**src/rtl/mcdf_ctrl_regs_if.sv**
```systemverilog
// mcdf_ctrl_regs_if: register command bus between the register initiator and the MCDF
// control/status register file.
//
// Signals:
//   cmd        2 bits     command: 00 idle, 01 write, 10 read, 11 illegal
//   cmd_addr   ADDR_WIDTH byte address
//   cmd_data_w DATA_WIDTH write data
//   cmd_data_r DATA_WIDTH registered read data (valid the cycle after a read)
//
// Modports:
//   master - register initiator (drives command, address, write data)
//   slave  - register file (drives read data)
interface mcdf_ctrl_regs_if #(
    parameter int unsigned ADDR_WIDTH = 8,
    parameter int unsigned DATA_WIDTH = 32
);
    logic [1:0]            cmd;
    logic [ADDR_WIDTH-1:0] cmd_addr;
    logic [DATA_WIDTH-1:0] cmd_data_w;
    logic [DATA_WIDTH-1:0] cmd_data_r;

    modport master (
        output cmd,
        output cmd_addr,
        output cmd_data_w,
        input  cmd_data_r
    );

    modport slave (
        input  cmd,
        input  cmd_addr,
        input  cmd_data_w,
        output cmd_data_r
    );
endinterface

```
**src/rtl/mcdf_ctrl_regs.sv**
```systemverilog
// mcdf_ctrl_regs: MCDF control/status register file.
//
// Decodes the register command bus, holds per-slave configuration (enable, priority,
// packet length), exposes slave FIFO free space as read-only status and keeps a sticky
// illegal-access flag with a saturating count.
//
// Register map (byte addresses):
//   0x00/0x04/0x08  SLVn_RW  rw  [0] en, [2:1] prio, [5:3] len
//   0x10/0x14/0x18  SLVn_R   ro  [7:0] avail
//   0x20            ERR      rw  [0] sticky illegal flag (W1C), [15:8] count (cleared with flag)
//
// Ports:
//   clk, rst            clock, synchronous active-high reset
//   bus                 command bus (slave modport of mcdf_ctrl_regs_if)
//   slvN_avail_i        FIFO free entries of slave N
//   slv_pkt_boundary_i  per-slave packet-boundary pulse (shadow build only)
//   slvN_en_o           channel enable
//   slvN_prio_o         arbitration priority, 0 highest
//   slvN_len_o          packet length code
//
// Optional feature: define CTRL_REGS_SHADOW_EN to stage prio/len writes in a shadow copy
// that is transferred to the active outputs at a packet boundary or while the channel is
// disabled. DATA_WIDTH must be at least 16.
module mcdf_ctrl_regs #(
    parameter int unsigned ADDR_WIDTH = 8,
    parameter int unsigned DATA_WIDTH = 32
) (
    input  logic                   clk,
    input  logic                   rst,
    mcdf_ctrl_regs_if.slave        bus,
    input  logic [7:0]             slv0_avail_i,
    input  logic [7:0]             slv1_avail_i,
    input  logic [7:0]             slv2_avail_i,
    input  logic [2:0]             slv_pkt_boundary_i,
    output logic                   slv0_en_o,
    output logic                   slv1_en_o,
    output logic                   slv2_en_o,
    output logic [1:0]             slv0_prio_o,
    output logic [1:0]             slv1_prio_o,
    output logic [1:0]             slv2_prio_o,
    output logic [2:0]             slv0_len_o,
    output logic [2:0]             slv1_len_o,
    output logic [2:0]             slv2_len_o
);

    typedef enum logic [1:0] {
        CmdIdle = 2'b00,
        CmdWr   = 2'b01,
        CmdRd   = 2'b10,
        CmdIll  = 2'b11
    } cmd_e;

    cmd_e                  cmd;
    logic [DATA_WIDTH-1:0] wdata;
    logic [2:0][7:0]       avail;

    assign cmd   = cmd_e'(bus.cmd);
    assign wdata = bus.cmd_data_w;
    assign avail = {slv2_avail_i, slv1_avail_i, slv0_avail_i};

    // Reserved write-data bits have no storage.
    logic unused_wdata;
    assign unused_wdata = ^wdata[DATA_WIDTH-1:6];

    // ---------------------------------------------------------------- decode
    logic [2:0] rw_hit, ro_hit;
    logic       err_hit, mapped, is_wr, is_rd, illegal, err_clr;
    logic [2:0] wr_rw;

    always_comb begin
        rw_hit = '0;
        ro_hit = '0;
        for (int i = 0; i < 3; i++) begin
            rw_hit[i] = (bus.cmd_addr == ADDR_WIDTH'(4 * i));
            ro_hit[i] = (bus.cmd_addr == ADDR_WIDTH'(16 + 4 * i));
        end
        err_hit = (bus.cmd_addr == ADDR_WIDTH'(32));
        mapped  = (|rw_hit) | (|ro_hit) | err_hit;
        is_wr   = (cmd == CmdWr);
        is_rd   = (cmd == CmdRd);
        // Writes to read-only status are illegal as well as unmapped accesses.
        illegal = (cmd == CmdIll) | ((is_wr | is_rd) & ~mapped) | (is_wr & (|ro_hit));
        wr_rw   = {3{is_wr}} & rw_hit;
        err_clr = is_wr & err_hit & wdata[0];
    end

    // ---------------------------------------------------------------- config state
    logic [2:0]      en_q, en_d;
    logic [2:0][1:0] prio_q, prio_d;
    logic [2:0][2:0] len_q, len_d;
    logic [2:0][1:0] rd_prio;
    logic [2:0][2:0] rd_len;

    always_comb begin
        en_d = en_q;
        for (int i = 0; i < 3; i++) begin
            if (wr_rw[i]) begin
                en_d[i] = wdata[0];
            end
        end
    end

`ifdef CTRL_REGS_SHADOW_EN
    logic [2:0][1:0] sh_prio_q, sh_prio_d;
    logic [2:0][2:0] sh_len_q, sh_len_d;

    // Writes land in the shadow; the active copy only moves at a safe point so that a
    // packet in flight never sees its length or priority change underneath it.
    always_comb begin
        sh_prio_d = sh_prio_q;
        sh_len_d  = sh_len_q;
        prio_d    = prio_q;
        len_d     = len_q;
        for (int i = 0; i < 3; i++) begin
            if (wr_rw[i]) begin
                sh_prio_d[i] = wdata[2:1];
                sh_len_d[i]  = wdata[5:3];
            end
            if (slv_pkt_boundary_i[i] || !en_q[i]) begin
                prio_d[i] = sh_prio_q[i];
                len_d[i]  = sh_len_q[i];
            end
        end
    end

    always_ff @(posedge clk) begin
        if (rst) begin
            sh_prio_q <= {3{2'd3}};
            sh_len_q  <= '0;
        end else begin
            sh_prio_q <= sh_prio_d;
            sh_len_q  <= sh_len_d;
        end
    end

    assign rd_prio = sh_prio_q;
    assign rd_len  = sh_len_q;
`else
    always_comb begin
        prio_d = prio_q;
        len_d  = len_q;
        for (int i = 0; i < 3; i++) begin
            if (wr_rw[i]) begin
                prio_d[i] = wdata[2:1];
                len_d[i]  = wdata[5:3];
            end
        end
    end

    assign rd_prio = prio_q;
    assign rd_len  = len_q;

    logic unused_boundary;
    assign unused_boundary = ^slv_pkt_boundary_i;
`endif

    // ---------------------------------------------------------------- error state
    logic       err_flag_q, err_flag_d;
    logic [7:0] err_cnt_q, err_cnt_d;

    always_comb begin
        err_flag_d = err_flag_q;
        err_cnt_d  = err_cnt_q;
        if (illegal) begin
            err_flag_d = 1'b1;
            if (err_cnt_q != 8'hFF) begin
                err_cnt_d = err_cnt_q + 8'd1;
            end
        end else if (err_clr) begin
            err_flag_d = 1'b0;
            err_cnt_d  = '0;
        end
    end

    // ---------------------------------------------------------------- read path
    logic [DATA_WIDTH-1:0] rdata_q, rdata_d;

    always_comb begin
        rdata_d = '0;
        if (is_rd && !illegal) begin
            for (int i = 0; i < 3; i++) begin
                if (rw_hit[i]) begin
                    rdata_d[5:0] = {rd_len[i], rd_prio[i], en_q[i]};
                end
                if (ro_hit[i]) begin
                    rdata_d[7:0] = avail[i];
                end
            end
            if (err_hit) begin
                rdata_d[15:8] = err_cnt_q;
                rdata_d[0]    = err_flag_q;
            end
        end
    end

    // ---------------------------------------------------------------- state registers
    always_ff @(posedge clk) begin
        if (rst) begin
            en_q       <= '1;
            prio_q     <= {3{2'd3}};
            len_q      <= '0;
            err_flag_q <= 1'b0;
            err_cnt_q  <= '0;
            rdata_q    <= '0;
        end else begin
            en_q       <= en_d;
            prio_q     <= prio_d;
            len_q      <= len_d;
            err_flag_q <= err_flag_d;
            err_cnt_q  <= err_cnt_d;
            rdata_q    <= rdata_d;
        end
    end

    assign bus.cmd_data_r = rdata_q;

    assign slv0_en_o   = en_q[0];
    assign slv1_en_o   = en_q[1];
    assign slv2_en_o   = en_q[2];
    assign slv0_prio_o = prio_q[0];
    assign slv1_prio_o = prio_q[1];
    assign slv2_prio_o = prio_q[2];
    assign slv0_len_o  = len_q[0];
    assign slv1_len_o  = len_q[1];
    assign slv2_len_o  = len_q[2];

endmodule

```
**src/flat_wrapper.sv**
```systemverilog
// flat-port wrapper written by rule: the top's interface ports become plain ports
module mcdf_ctrl_regs_flat 
#(
    parameter int unsigned ADDR_WIDTH = 8,
    parameter int unsigned DATA_WIDTH = 32
)
  (clk, rst, slv0_avail_i, slv1_avail_i, slv2_avail_i, slv_pkt_boundary_i, slv0_en_o, slv1_en_o, slv2_en_o, slv0_prio_o, slv1_prio_o, slv2_prio_o, slv0_len_o, slv1_len_o, slv2_len_o, bus_cmd, bus_cmd_addr, bus_cmd_data_w, bus_cmd_data_r);
  mcdf_ctrl_regs_if #(.ADDR_WIDTH(ADDR_WIDTH), .DATA_WIDTH(DATA_WIDTH)) bus_i ();
  input  logic clk;
  input  logic rst;
  input  logic [7:0] slv0_avail_i;
  input  logic [7:0] slv1_avail_i;
  input  logic [7:0] slv2_avail_i;
  input  logic [2:0] slv_pkt_boundary_i;
  output logic slv0_en_o;
  output logic slv1_en_o;
  output logic slv2_en_o;
  output logic [1:0] slv0_prio_o;
  output logic [1:0] slv1_prio_o;
  output logic [1:0] slv2_prio_o;
  output logic [2:0] slv0_len_o;
  output logic [2:0] slv1_len_o;
  output logic [2:0] slv2_len_o;
  input wire logic [$bits(bus_i.cmd)-1:0] bus_cmd;
  input wire logic [$bits(bus_i.cmd_addr)-1:0] bus_cmd_addr;
  input wire logic [$bits(bus_i.cmd_data_w)-1:0] bus_cmd_data_w;
  output wire logic [$bits(bus_i.cmd_data_r)-1:0] bus_cmd_data_r;
  assign bus_i.cmd = bus_cmd;
  assign bus_i.cmd_addr = bus_cmd_addr;
  assign bus_i.cmd_data_w = bus_cmd_data_w;
  assign bus_cmd_data_r = bus_i.cmd_data_r;
  mcdf_ctrl_regs #(.ADDR_WIDTH(ADDR_WIDTH), .DATA_WIDTH(DATA_WIDTH)) u_core (.clk(clk), .rst(rst), .bus(bus_i), .slv0_avail_i(slv0_avail_i), .slv1_avail_i(slv1_avail_i), .slv2_avail_i(slv2_avail_i), .slv_pkt_boundary_i(slv_pkt_boundary_i), .slv0_en_o(slv0_en_o), .slv1_en_o(slv1_en_o), .slv2_en_o(slv2_en_o), .slv0_prio_o(slv0_prio_o), .slv1_prio_o(slv1_prio_o), .slv2_prio_o(slv2_prio_o), .slv0_len_o(slv0_len_o), .slv1_len_o(slv1_len_o), .slv2_len_o(slv2_len_o));
endmodule
```
**config.mk**
```make
export PLATFORM = sky130hd
export DESIGN_NAME = mcdf_ctrl_regs_flat
export DESIGN_NICKNAME = d
export VERILOG_FILES = /design/src/rtl/mcdf_ctrl_regs_if.sv /design/src/rtl/mcdf_ctrl_regs.sv /design/src/flat_wrapper.sv
export SDC_FILE = /design/constraint.sdc
export NUM_CORES = 1
export LEC_CHECK = 0
export CORE_MARGIN = 2
export CORE_UTILIZATION = 44
export CTS_BUF_LIST = sky130_fd_sc_hd__clkbuf_2
export DETAILED_ROUTE_END_ITERATION = 8
export PLACE_DENSITY = 0.89
export SKIP_CTS_REPAIR_TIMING = 1
export SYNTH_ARGS = -nofsm -noshare
export SYNTH_HDL_FRONTEND = slang
export SYNTH_SLANG_ARGS = --single-unit
export TNS_END_PERCENT = 20
```
**constraint.sdc**
```tcl
create_clock -name clk -period 4.7 [get_ports clk]
set_clock_uncertainty 0.15 [all_clocks]
set_input_delay 0.94 -clock clk [delete_from_list [all_inputs] [get_ports clk]]
set_output_delay 0.94 -clock clk [all_outputs]
set_load 0.01 [all_outputs]
```
==> impl_metrics.py <==
metrics = {
    "timing": {
        "tns_ns": 0,
        "rsz0062_at_grt": "false",
        "fin_crit_ns": 3.36,
        "finalCritPeriodShare_pct": 71.4,
        "clock.fmax_mhz": 298,
        "max_slew_margin_pct": 28.7,
        "setup_viol": 0,
        "slew_viol_final": 0,
        "tightest_slew_ns": 1.07,
        "hold_slack_ns": 0.341,
        "hold_violations": 0,
    },
    "route": {
        "ant_nets": 0,
        "m1WireLength_mm": 2.63,
        "wl_met3_um": 344,
        "wire_per_inst_um": 15.1,
        "met2_length_mm": 2.98,
        "dr.pass1.iters": 4,
        "drtIter0Drc": 119,
        "viasPerCell": 5.41,
        "routed_wl_mm": 6.06,
        "vias": 2171,
        "dr.max_layer_used": "met4",
        "post-route-drc-count": 0,
    },
    "setup_path": {
        "path_cells": "clkdlybuf4s50_1 -> nor3_1 -> o21ai_1 -> a221oi_2 -> and4b_1 -> and2_1",
        "crit_slowest_cell": "a221oi_2",
        "slowest_delay_ns": 0.81,
        "reg2reg_slack_ns": 2.65,
        "startpoint_type": "input pin",
        "worst_r2r_path_depth": 5,
        "cp.required_ns": 4.91,
        "path_delay_family": "simple AND/OR/NAND/NOR gates",
        "worstPathArrival_ns": 3.57,
        "path_max_fanout": 17,
        "r2r-end": "u_core.err_cnt_q[3]$_SDFFE_PP0P_",
        "crit_type": "input pin to flop",
        "worst_setup_path_end_kind": "flop",
        "rr_startpoint": "u_core.err_cnt_q[0]$_SDFFE_PP0P_",
        "crit_cells": 6,
        "crit_buf_inv": 1,
    },
    "synth": {
        "synth_area_um2": 2330,
        "synthArstFlopShare_pct": 0,
        "synth_area_leaders": "dfxtp_1 (37%), mux2i_1 (9.5%), buf_4 (5.5%), nand2_1 (3.7%), a211o_1 (3.4%)",
        "synth_top_cell_by_area": "dfxtp_1",
        "synthFlopType": "dfxtp_1",
        "yosysUniqueCellTypes": 49,
        "ys_warn_count": 0,
        "synth_edf_count": 0,
        "syn_avg_cell_area_um2": 9.00,
        "ys_ff_latch": 43,
        "ys_seq_area_share_pct": 36.9,
        "synth_top_area_share_pct": 36.9,
        "syn_inst": 259,
    },
    "die": {
        "ios": 121,
        "die_y_um": 76.8,
        "coreArea_um2": 5110,
        "fp.dieW_um": 76.8,
        "num_rows": 26,
        "start_util_pct": 45.6,
        "die_area_um2": 5890,
    },
    "placed_design": {
        "hpwl_mm": 4.41,
        "postPlaceCellArea_um2": 3060,
        "dpl.cell_count": 393,
        "gp_congestion": 0.847,
        "numPortBuffers": 75,
    },
    "global_routing": {
        "antenna_found_initial": 0,
        "grt_overflow": 0,
        "grt_pass1_wl_mm": 9.76,
        "grt_pass1_vias": 2008,
        "grt_max_degree": 30,
        "grtUsageTotal_pct": 20.4,
    },
    "clock_network": {
        "clk_latency_ns": 0.40,
        "numCtsBuffers": 5,
        "cts_sinks": 43,
        "cts.reportedPaths.clkPinSlew_ns": 0.21,
        "clk_root_buffer_cell": "clkbuf_2",
        "cts_tree": "yes",
        "clock_path_buffers": 2,
        "htree_levels": 2,
    },
    "outcome": {
        "status": "finished clean",
    },
    "flow_run": {
        "drv_cap": 0,
    },
    "layout": {
        "area_delta_synth_final_pct": 33.9,
        "final_area_um2": 3120,
        "drive_above_1_share_pct": 6.65,
        "finalNonFillerCells": 401,
        "fin_nets": 405,
        "antennaDiodeCount": 0,
    },
    "power": {
        "ir_drop_v": 0.000147,
        "leakage_uw": 0.00115,
        "power_density_nw_per_um2": 220,
    },
    "hold_path": {
        "hold_class": "flop to flop",
        "hold_depth": 2,
        "min_to": "u_core.err_flag_q$_SDFFE_PP0P_",
        "min_from": "u_core.err_flag_q$_SDFFE_PP0P_",
    },
}
[cell usage after synthesis (6+ instances only)]
| library cell | n |
|---|---|
| a21oi_1 | 14 |
| nand3_1 | 6 |
| nand2_1 | 23 |
| and2_1 | 12 |
| mux2i_1 | 22 |
| dfxtp_1 | 43 |
| o21ai_0 | 7 |
| buf_4 | 17 |
| a211o_1 | 9 |
| nor2b_1 | 9 |
| nor2_1 | 17 |
[where the power goes]
part	internal [uW]	leakage [uW]	switching, uW
Clock	87.5	0.0000404	123
Sequential	369	0.000347	3.80
Combinational	51.6	0.000759	51.3
Total	508	0.00115	178
[how the worst max path moves through the flow]
| stage | from | to | slack, ns |
|---|---|---|---|
| global route | bus_cmd_addr[2] | u_core.bus.cmd_data_r[15]$_SDFF_PP0_ | 1.20 |
| floorplan | bus_cmd_addr[3] | u_core.err_cnt_q[5]$_SDFFE_PP0P_ | 2.24 |
| global placement | bus_cmd_addr[2] | u_core.bus.cmd_data_r[11]$_SDFF_PP0_ | 1.07 |
| detailed placement | bus_cmd_addr[2] | u_core.bus.cmd_data_r[11]$_SDFF_PP0_ | 0.99 |
| finish | bus_cmd_addr[2] | u_core.bus.cmd_data_r[11]$_SDFF_PP0_ | 1.34 |
| CTS | bus_cmd_addr[2] | u_core.bus.cmd_data_r[11]$_SDFF_PP0_ | 1.41 |
[worst min-delay path, cell delays in order, from the launching register on]
cell and delay, ns:
dfxtp_1 0.37, nand2_1 0.06, a21oi_1 0.05
[sequential cells by signal, indices dropped and copies added, names as in the netlist]
register,flops
u_core.bus.cmd_data_r,16
u_core.en_q,3
u_core.err_cnt_q,8
u_core.err_flag_q,1
u_core.slv0_len_o,3
u_core.slv0_prio_o,2
u_core.slv1_len_o,3
u_core.slv1_prio_o,2
u_core.slv2_len_o,3
u_core.slv2_prio_o,2
[kinds of logic (layout without fill, tap and decap cells)]
family          count (synthesis)  in the layout  share of synthesized area (%)
simple gates                  103            103                           26.0
compound gates                 53             53                           16.6
flops                          43             43                           36.9
buf+inv                        33             90                           8.65
mux                            22             22                           9.45
fa+ha+maj                       4              4                           2.15
other cells                     1             16                          0.161
[through the flow]
stage                     total power, uW  setup slack [ns]  utilization (%)
after global routing                  712              1.20             61.1
after global placement                478              1.07             59.8
final                                 686              1.34             61.1
after floorplan                       443              2.24                -
after CTS                             686              1.41             61.1
after detailed placement              480             0.994             59.8
[cell type report]
class	instances	area [um^2]
clock buffers	5	25.0
multi-input cells	198	1320
flip-flops and latches	43	861
inverters	5	18.8
well taps	70	87.6
clock inverters	3	38.8
repair buffers	77	766
fillers	448	1990
[routing by layer]
layer | global-route usage (%) | up-vias
li1 | - | 1037
met4 | 5.82 | 0
met2 | 34.2 | 98
met1 | 26.7 | 1023
met5 | 0 | -
met3 | 3.65 | 13
[layout by cell type, fill, tap and decap left out, types with 4 or more instances in the layout]
cell type,n
a21oi_1,14
nor2b_1,9
a2bb2oi_1,5
dfxtp_1,43
conb_1,16
nor2_1,17
mux2i_1,22
nor3_1,5
nand3_1,6
nand2_1,23
clkdlybuf4s50_1,75
nand4_1,4
nand2b_1,5
ha_1,4
and2_1,12
inv_1,5
a22oi_1,5
o21ai_0,7
a211o_1,9
clkbuf_2,5
No activity file was read; power rests on OpenSTA's default activity.
